**src/rtl/sipo_frame_rx.sv**
```systemverilog
// Serial frame receiver: start bit, DATA_W data bits LSB-first, optional even
// parity, stop bit. The completed frame is held in a valid/ready output stage.
module sipo_frame_rx #(
  parameter int DATA_W    = 8,
  parameter bit PARITY_EN = 1'b1
) (
  input  logic              clk,
  input  logic              rstn,
  input  logic              bit_en,
  input  logic              sin,
  output logic [DATA_W-1:0] rx_data,
  output logic              rx_valid,
  input  logic              rx_ready,
  output logic              par_err,
  output logic              frm_err,
  output logic              overrun,
  output logic              busy
);

  localparam int CW = $clog2(DATA_W);

  typedef enum logic [1:0] {IDLE, DATA, PARITY, STOP} state_t;

  state_t            state_q, state_d;
  logic [CW-1:0]     count_q, count_d;
  logic [DATA_W-1:0] shift_q, shift_d;
  logic              par_bad_q, par_bad_d;
  logic [DATA_W-1:0] rx_data_q, rx_data_d;
  logic              rx_valid_q, rx_valid_d;
  logic              par_err_q, par_err_d;
  logic              frm_err_q, frm_err_d;
  logic              overrun_q, overrun_d;
  logic              completing;
  logic              transfer;

  always_comb begin
    state_d    = state_q;
    count_d    = count_q;
    shift_d    = shift_q;
    par_bad_d  = par_bad_q;
    rx_data_d  = rx_data_q;
    rx_valid_d = rx_valid_q;
    par_err_d  = par_err_q;
    frm_err_d  = frm_err_q;
    overrun_d  = 1'b0;
    completing = 1'b0;
    transfer   = rx_valid_q & rx_ready;

    if (bit_en) begin
      unique case (state_q)
        IDLE: begin
          if (!sin) begin
            state_d   = DATA;
            count_d   = '0;
            par_bad_d = 1'b0;
          end
        end
        DATA: begin
          shift_d[count_q] = sin;
          count_d          = count_q + CW'(1);
          if (count_q == CW'(DATA_W - 1)) begin
            state_d = PARITY_EN ? PARITY : STOP;
          end
        end
        PARITY: begin
          par_bad_d = (^shift_q) ^ sin;
          state_d   = STOP;
        end
        STOP: begin
          state_d    = IDLE;
          completing = 1'b1;
        end
        default: state_d = IDLE;
      endcase
    end

    // A new frame may only replace the held one if it is leaving this edge.
    if (completing) begin
      if (!rx_valid_q || transfer) begin
        rx_data_d  = shift_q;
        par_err_d  = PARITY_EN ? par_bad_q : 1'b0;
        frm_err_d  = ~sin;
        rx_valid_d = 1'b1;
      end else begin
        overrun_d = 1'b1;
      end
    end else if (transfer) begin
      rx_valid_d = 1'b0;
    end
  end

  always_ff @(posedge clk) begin
    if (!rstn) begin
      state_q    <= IDLE;
      count_q    <= '0;
      shift_q    <= '0;
      par_bad_q  <= 1'b0;
      rx_data_q  <= '0;
      rx_valid_q <= 1'b0;
      par_err_q  <= 1'b0;
      frm_err_q  <= 1'b0;
      overrun_q  <= 1'b0;
    end else begin
      state_q    <= state_d;
      count_q    <= count_d;
      shift_q    <= shift_d;
      par_bad_q  <= par_bad_d;
      rx_data_q  <= rx_data_d;
      rx_valid_q <= rx_valid_d;
      par_err_q  <= par_err_d;
      frm_err_q  <= frm_err_d;
      overrun_q  <= overrun_d;
    end
  end

  assign rx_data  = rx_data_q;
  assign rx_valid = rx_valid_q;
  assign par_err  = par_err_q;
  assign frm_err  = frm_err_q;
  assign overrun  = overrun_q;
  assign busy     = (state_q != IDLE);

endmodule

```
**config.mk**
```make
export PLATFORM = sky130hd
export DESIGN_NAME = sipo_frame_rx
export DESIGN_NICKNAME = d
export VERILOG_FILES = /design/src/rtl/sipo_frame_rx.sv
export SDC_FILE = /design/constraint.sdc
export NUM_CORES = 1
export LEC_CHECK = 0
export ABC_CLOCK_PERIOD_IN_PS = 1600
export BUFFER_PORTS_ARGS = -buffer_cell sky130_fd_sc_hd__clkbuf_2
export CORE_MARGIN = 5
export CORE_UTILIZATION = 35
export DETAILED_ROUTE_END_ITERATION = 16
export SLEW_MARGIN = 10
export SYNTH_ARGS = -nofsm -noshare
export SYNTH_HDL_FRONTEND = slang
export SYNTH_SLANG_ARGS = --single-unit
```
**constraint.sdc**
```tcl
create_clock -name clk -period 1.6 [get_ports clk]
set_input_delay 0.32 -clock clk [delete_from_list [all_inputs] [get_ports clk]]
set_output_delay 0.32 -clock clk [all_outputs]
set_load 0.03 [all_outputs]
```
After elaboration in Yosys (flattened, before gate mapping):

Cells that the tools add are included.

* flip-flop bits (word level): 26
* bits of input ports: 5
* output and inout bits: 13

* $add $sub $neg: 1
* $lt $le $gt $ge: 2
* equal/unequal tests: 7
* mux-type cells: 16
* bitwise operators: 3
* reduce and logical (&&, ||, !) cells: 16

Operators by type and width (count)
* 3-bit AND reduction: 3
* 8-bit bitwise mux: 1
* 1-bit two-way mux: 8
* 2-bit case mux with 4 select lines: 1
* 2-bit AND reduction: 4
* 2-bit nonzero test: 4
* 8-bit XOR reduction: 1
* 3-bit case mux with 2 select lines: 1
* 2-bit equality test, second input constant: 2
* 3-bit by 4-bit less-than comparator with 1-bit output, second input constant: 1
* 2-bit two-way mux: 2
* 2-bit != test, second input constant: 2
* 3-bit by 1-bit adder with 3-bit output, second input constant: 1
* 1-bit demux with 3-bit select: 1
* 3-bit equality test, second input constant: 1
* 3-bit by 1-bit >= comparator with 1-bit output, second input constant: 1
* 3-bit two-way mux: 1
* 2-bit by 1-bit equality test with 1-bit output, second input constant: 1
* 2-bit logical NOT: 1
* 2-bit by 1-bit != test with 1-bit output, second input constant: 1
* 1-bit case mux with 2 select lines: 1
* 1-bit bitwise AND: 1
* 1-bit logical AND: 1
* 1-bit logical NOT: 1
* other kinds (3): 3

Depth between registers and ports, before layout:

Gate-level depths: netlist of run 1.

* word-level depth: 5
* mapped depth: 6

Worst setup path before layout of run 1:

Ideal clock, no wire load.

* path type: register to register
* from: reg state_q[0]
* to: reg state_q[0]
* arrival time: 1316 ps
* data required time: 1478 ps
* path slack: 162 ps
* stages on the path, launching flop included: 6
* buffers on the path: 0
* cell sequence: dfxtp_1 > inv_1 > ha_1 > a21boi_2 > o21ai_1 > o311a_1

* cells in the longest elaborated chain, start to end: 3

RTL lines
* start: declaration: line 24 `state_t state_q, state_d;`
* start signal: assignment: line 104 `state_q <= state_d;`
* 2-bit by 1-bit equality test with 1-bit output / 2-bit logical NOT (equally long branches): line 50 `unique case (state_q)`
* 2-bit != test (no line)
* 3-bit AND reduction (no line)

Several ways; a longest one is shown, not always the timed one.
A chain may end at the register's enable or synchronous reset.

Final worst setup path of run 1:

* from: reg state_q[0]
* to: out busy

* cells in the longest elaborated chain, start to end: 1

RTL lines
* 2-bit nonzero test: line 121 `assign busy = (state_q != IDLE);`
* end: declaration: line 17 `output logic busy`

No other way between the ends.

==> results of run 1 <==
-- path summary, 6_finish.rpt --
check	slack (ns)	endpoint	from	cells past startpoint
hold / removal	0.31	overrun	rx_ready	4
setup / recovery	0.06	busy	state_q[0]	4
setup reg to reg	0.14	shift_q[0]	state_q[1]	6
hold reg to reg	0.53	shift_q[2]	shift_q[2]	2
-- per-layer routing --
layer | up-vias | global-route usage, % | share of wire, %
met5 | - | 0 | 0
met4 | 0 | 4.47 | 1.8
met3 | 6 | 1.74 | 2.8
met2 | 9 | 17.1 | 49
met1 | 441 | 11.5 | 46
li1 | 482 | - | -
-- synth_stat cells, drive strengths merged --
cell type,number,area (um2)
xnor2,4,42.6
a21oi,2,10.0
nor2,8,37.5
o31ai,1,7.51
nand3,1,5.00
o21ai,10,50.1
a311oi,1,8.76
nand3b,3,22.5
a21boi,8,63.8
dfxtp,26,521
mux2i,12,120
nor3,2,10.0
and2,1,6.26
clkbuf,4,15.0
xor2,2,17.5
nor2b,16,100
ha,7,87.6
a32oi,2,17.5
inv,4,15.0
nand2b,2,12.5
o311a,1,10.0
nand2,11,41.3
xnor3,1,22.5
-- registers in the layout, summed over array words and instances, names as in the netlist --
name / cells
count_q: 3
rx_data: 8
rx_valid: 1
shift_q: 8
state_q: 2
par_bad_q: 1
par_err: 1
overrun: 1
frm_err: 1
-- cells in the final DEF (no fill, tap or decap), drive strengths merged, types with 4 or more instances in the layout --
master and n:
ha 7, xnor2 4, clkbuf 21, dfxtp 26
mux2i 12, a21boi 8, nand2 11, nor2 8
inv 4, buf 4, o21ai 10, nor2b 16
-- cell type report --
type / count / area [um2]
clock buffers: 4 / 36.3
fillers: 325 / 1930
inverters: 4 / 15.0
multi-input cells: 95 / 708
flip-flops and latches: 26 / 523
well taps: 46 / 57.6
repair buffers: 21 / 118
-- kinds of logic after synthesis --
group	synth area share, %
AO/OA/AOI/OAI	13.5
XOR/XNOR	6.64
adder cells (fa/ha/maj)	7.04
buffers and inverters	2.41
flip-flops	41.9
multiplexers	9.66
AND/OR/NAND/NOR	18.9
-- stage by stage --
step / std cells / utilization (%)
2_1_floorplan: 129 / -
3_3_place_gp: 192 / 41.3
3_5_place_dp: 192 / 41.3
4_1_cts: 196 / 42.6
6_report: 196 / 43.0
5_1_grt: 196 / 43.0
-- power by group through the flow --
stage / sequential, mW / clock, mW / combinational (mW)
after floorplan: 0.677 / 0 / 0.0882
after global placement: 0.677 / 0 / 0.123
after detailed placement: 0.678 / 0 / 0.127
after CTS: 0.665 / 0.336 / 0.131
after global routing: 0.666 / 0.362 / 0.149
final: 0.665 / 0.323 / 0.135
-- worst reg2reg max path: stages (launching register included) --
cell	delay, ns
dfxtp_2	0.36
inv_1	0.14
ha_2	0.27
nand3b_1	0.11
nor3_1	0.22
mux2i_1	0.21
nor2b_1	0.05
-- what timing repair did --
action	in CTS	in global routing
pin swaps	0	0
resized for setup	4	2
endpoints found under the setup margin	1	4
==> impl_metrics.env, run 1 <==
export IMPL_end_kind="output port"
export IMPL_p_int_mw=0.856
export IMPL_cts_tree="done"
export IMPL_drv_cap=0
export IMPL_crit_top_cell="inv_1"
export IMPL_io_buffers=17
export IMPL_avgViaCountPerCell=4.79
export IMPL_h_tree_depth=1
export IMPL_netlist_area_um2=1240
export IMPL_die_y_um=69.6
export IMPL_area_delta_synth_final_pct=17.2
export IMPL_rsz0062_at_grt="true"
export IMPL_synth_seq_cells=26
export IMPL_cts_hold_buf=0
export IMPL_synthesis_instances=129
export IMPL_worst_slew_pin_slew_ns=0.418
export IMPL_clock_latency_ns=0.31
export IMPL_stdcell_area_um2=1460
export IMPL_cp_top_family="buffers and inverters"
export IMPL_arrival_ns=1.22
export IMPL_antennaDiodeCount=0
export IMPL_dp_hpwl_um=1720
export IMPL_antenna_left=0
export IMPL_cts_sinks=26
export IMPL_critPathBufInv=3
export IMPL_crit_required_ns=1.28
export IMPL_power_switching_share_pct=23.8
export IMPL_yosysWarnings=0
export IMPL_post_cts_setup_buffers=0
export IMPL_die_area_um2=4850
export IMPL_crit_path_max_incr_delay_ns=0.36
export IMPL_p_switching_mw=0.267
export IMPL_path_cells="inv_1 -> ha_4 -> inv_1 -> clkbuf_4"
export IMPL_min_period_ns=1.54
export IMPL_cts_buffer_depth=2
export IMPL_dpl_cell_area_um2=1400
export IMPL_grt_pass1_vias=911
export IMPL_grt_pass1_wl_um=3960
export IMPL_fin_crit_sh_pct=96.1
export IMPL_tns_ns=0
export IMPL_ios=18
export IMPL_rows=21
export IMPL_vdd_ir_drop_max_mv=0.241
export IMPL_status="finished clean"
export IMPL_power_frac_seq_pct=59.2
export IMPL_yosysSeqAreaShare_pct=41.9
export IMPL_track_usage_pct=9.76
export IMPL_p_comb_share_pct=12.0
export IMPL_globalRouteOverflowTotal=0
export IMPL_dr_first_iter_drc_count=43
export IMPL_hold_viol_final=0
export IMPL_gp_congestion=0.743
export IMPL_core_area_um2=3390
export IMPL_drv_slew=0
export IMPL_crit_type="flop to output port"
export IMPL_start_kind="flop"
export IMPL_drt_pass1_iter_count=4
export IMPL_grt_max_degree=27
export IMPL_avgRoutedWirePerCell_um=11.7
export IMPL_clk_pin_slew_worst_paths_ns=0.14
export IMPL_ys_types=27
export IMPL_fmax_ghz=0.650
export IMPL_antenna_found_initial=0
export IMPL_cts_buffers=3
export IMPL_crit_slowest_cell="dfxtp_2"
export IMPL_drc=0
export IMPL_setup_violations=0
export IMPL_syn_area_per_cell_um2=9.64
export IMPL_finalPower_mw=1.12
export IMPL_die_x_um=69.6
export IMPL_power_density_nw_per_um2=771
export IMPL_nNetsFinal=163
export IMPL_p_clk_share_pct=28.8
export IMPL_cp_max_fo=4
export IMPL_place_ws_ns=0.116
export IMPL_slew_headroom_pct=72.1
export IMPL_routed_wl_um=2290
export IMPL_p_leak_nw=0.546
export IMPL_vias=938
export IMPL_skew_ns=0.00506
export IMPL_layout_drive_gt1_share_pct=21.3
export IMPL_setup_ws_ns=0.0618
export IMPL_initial_utilization_pct=36.7
export IMPL_holdWs_ns=0.312
export IMPL_root_buffer="clkbuf_4"
export IMPL_syn_num_nets=141
export IMPL_min_path_type="input pin to flop"
No activity file was read; power rests on OpenSTA's default activity.
==> run 2: changes to the inputs <==
--- a/config.mk
+++ b/config.mk
@@ -10,6 +10,7 @@
 export CORE_MARGIN = 5
 export CORE_UTILIZATION = 35
 export DETAILED_ROUTE_END_ITERATION = 16
+export MAX_ROUTING_LAYER = met4
 export SLEW_MARGIN = 10
 export SYNTH_ARGS = -nofsm -noshare
 export SYNTH_HDL_FRONTEND = slang
==> run 2 against run 1 <==
Worst hold slack stayed put. Combinational power hardly changed. Total power stayed put. Critical path depth stayed put. Routed wire length stayed put. Design area stayed put. Clock power hardly changed. Largest power group unchanged.
==> impl_metrics.env, run 2 (same netlist as run 1, synthesis figures left out) <==
export IMPL_die_area_um2=4850
export IMPL_utilization_pct=43.0
export IMPL_antenna_found_initial=0
export IMPL_fillers=325
export IMPL_vdd_ir_drop_max_mv=0.241
export IMPL_die_x_um=69.6
export IMPL_end_kind="output port"
export IMPL_cp_max_fo=4
export IMPL_cts_sinks=26
export IMPL_initial_utilization_pct=36.7
export IMPL_skew_ns=0.00506
export IMPL_cts_tree="done"
export IMPL_antenna_left=0
export IMPL_start_kind="flop"
export IMPL_antennaDiodeCount=0
export IMPL_crit_type="flop to output port"
export IMPL_nNetsFinal=163
export IMPL_routed_wl_um=2290
export IMPL_hold_viol_final=0
export IMPL_slew_headroom_pct=72.1
export IMPL_layout_drive_gt1_share_pct=21.3
export IMPL_worst_slew_pin_slew_ns=0.418
export IMPL_area_delta_synth_final_pct=17.2
export IMPL_p_leak_nw=0.546
export IMPL_drt_pass1_iter_count=4
export IMPL_min_path_type="input pin to flop"
export IMPL_die_y_um=69.6
export IMPL_critPathBufInv=3
export IMPL_cts_buffers=3
export IMPL_path_cells="inv_1 -> ha_4 -> inv_1 -> clkbuf_4"
export IMPL_min_period_ns=1.54
export IMPL_layout_commonest_cell="dfxtp_1"
export IMPL_io_buffers=17
export IMPL_arrival_ns=1.22
export IMPL_crit_top_cell="inv_1"
export IMPL_drc=0
export IMPL_place_inst=192
export IMPL_vias=938
export IMPL_root_buffer="clkbuf_4"
export IMPL_dr_first_iter_drc_count=42
export IMPL_drv_cap=0
export IMPL_avgRoutedWirePerCell_um=11.7
export IMPL_avgViaCountPerCell=4.79
export IMPL_fmax_ghz=0.650
export IMPL_crit_required_ns=1.28
export IMPL_grt_pass1_vias=911
export IMPL_gp_congestion=0.752
export IMPL_grt_pass1_wl_um=3960
export IMPL_core_area_um2=3390
export IMPL_reg2reg_slack_ns=0.14
export IMPL_globalRouteOverflowTotal=0
export IMPL_layout_common_cells="24 x dfxtp_1, 16 x nor2b_1, 16 x clkbuf_2"
export IMPL_h_tree_depth=1
export IMPL_crit_path_max_incr_delay_ns=0.36
export IMPL_cts_hold_buf=0
export IMPL_cts_buffer_depth=2
export IMPL_crit_slowest_cell="dfxtp_2"
export IMPL_dp_hpwl_um=1720
export IMPL_ios=18
export IMPL_track_usage_pct=10.0
export IMPL_clk_pin_slew_worst_paths_ns=0.14
export IMPL_setup_violations=0
export IMPL_rows=21
export IMPL_power_density_nw_per_um2=771
export IMPL_clock_latency_ns=0.31
export IMPL_rsz0062_at_grt="true"
export IMPL_stdcell_count=196
export IMPL_status="finished clean"
export IMPL_cp_top_family="buffers and inverters"
export IMPL_fin_crit_sh_pct=96.1
export IMPL_drv_slew=0
export IMPL_grt_max_degree=27
[run 2: cell counts in the layout (fill, tap and decap cells not counted)]
No cell type changed its count.
[run 2: per-stage QoR]
stage	setup TNS, ns	worst slack, ns	power (mW)	hold slack (ns)	cell area (um2)
6_report	0	0.0618	1.12	0.312	1460
5_1_grt	-0.0256	-0.0141	1.18	0.324	1460
4_1_cts	0	0.0155	1.13	0.296	1450
3_5_place_dp	0	0.116	0.805	0.504	1400
3_3_place_gp	0	0.164	0.800	0.495	1400
2_1_floorplan	0	0.162	0.765	0.462	1240
[run 2: worst min-delay path: stages]
cell and delay [ns]:
clkbuf_2 0.07, nor2b_1 0.09, nand2_1 0.08, nor2_1 0.03
[run 2: worst paths after layout]
| check | start | endpoint | cells after the start |
|---|---|---|---|
| worst min register to register | shift_q[2] | shift_q[2] | 2 |
| worst max-delay path | state_q[0] | busy | 4 |
| worst min-delay path | rx_ready | overrun | 4 |
| worst max register to register | state_q[1] | shift_q[0] | 6 |
[run 2: area by class of cell]
cell class	instances	area [um2]	share of cell area, %
Tap cell	46	57.6	3.95
Clock buffer	4	36.3	2.49
Inverter	4	15.0	1.03
Multi-Input combinational cell	95	708	48.6
Timing Repair Buffer	21	118	8.07
Sequential cell	26	523	35.9
[run 2: routing by layer]
metal | vias up | GRT usage [%] | routed length [um] | part of all wire, %
met1 | 441 | 11.7 | 1070 | 47
met3 | 6 | 1.45 | 51 | 2.2
met2 | 9 | 17.1 | 1120 | 49
met5 | - | - | 0 | 0
li1 | 482 | - | - | -
met4 | 0 | 4.47 | 42 | 1.8
[run 2: power breakdown]
group	switching (mW)	internal [mW]	total [mW]
registers	0.00837	0.656	0.665
clock network	0.184	0.139	0.323
logic	0.0749	0.0603	0.135
[run 2: what timing repair did]
action                     CTS  global route
gates resized for setup      4             2
setup endpoints to repair    1             4
cloned                       0             0
setup buffers                0             0
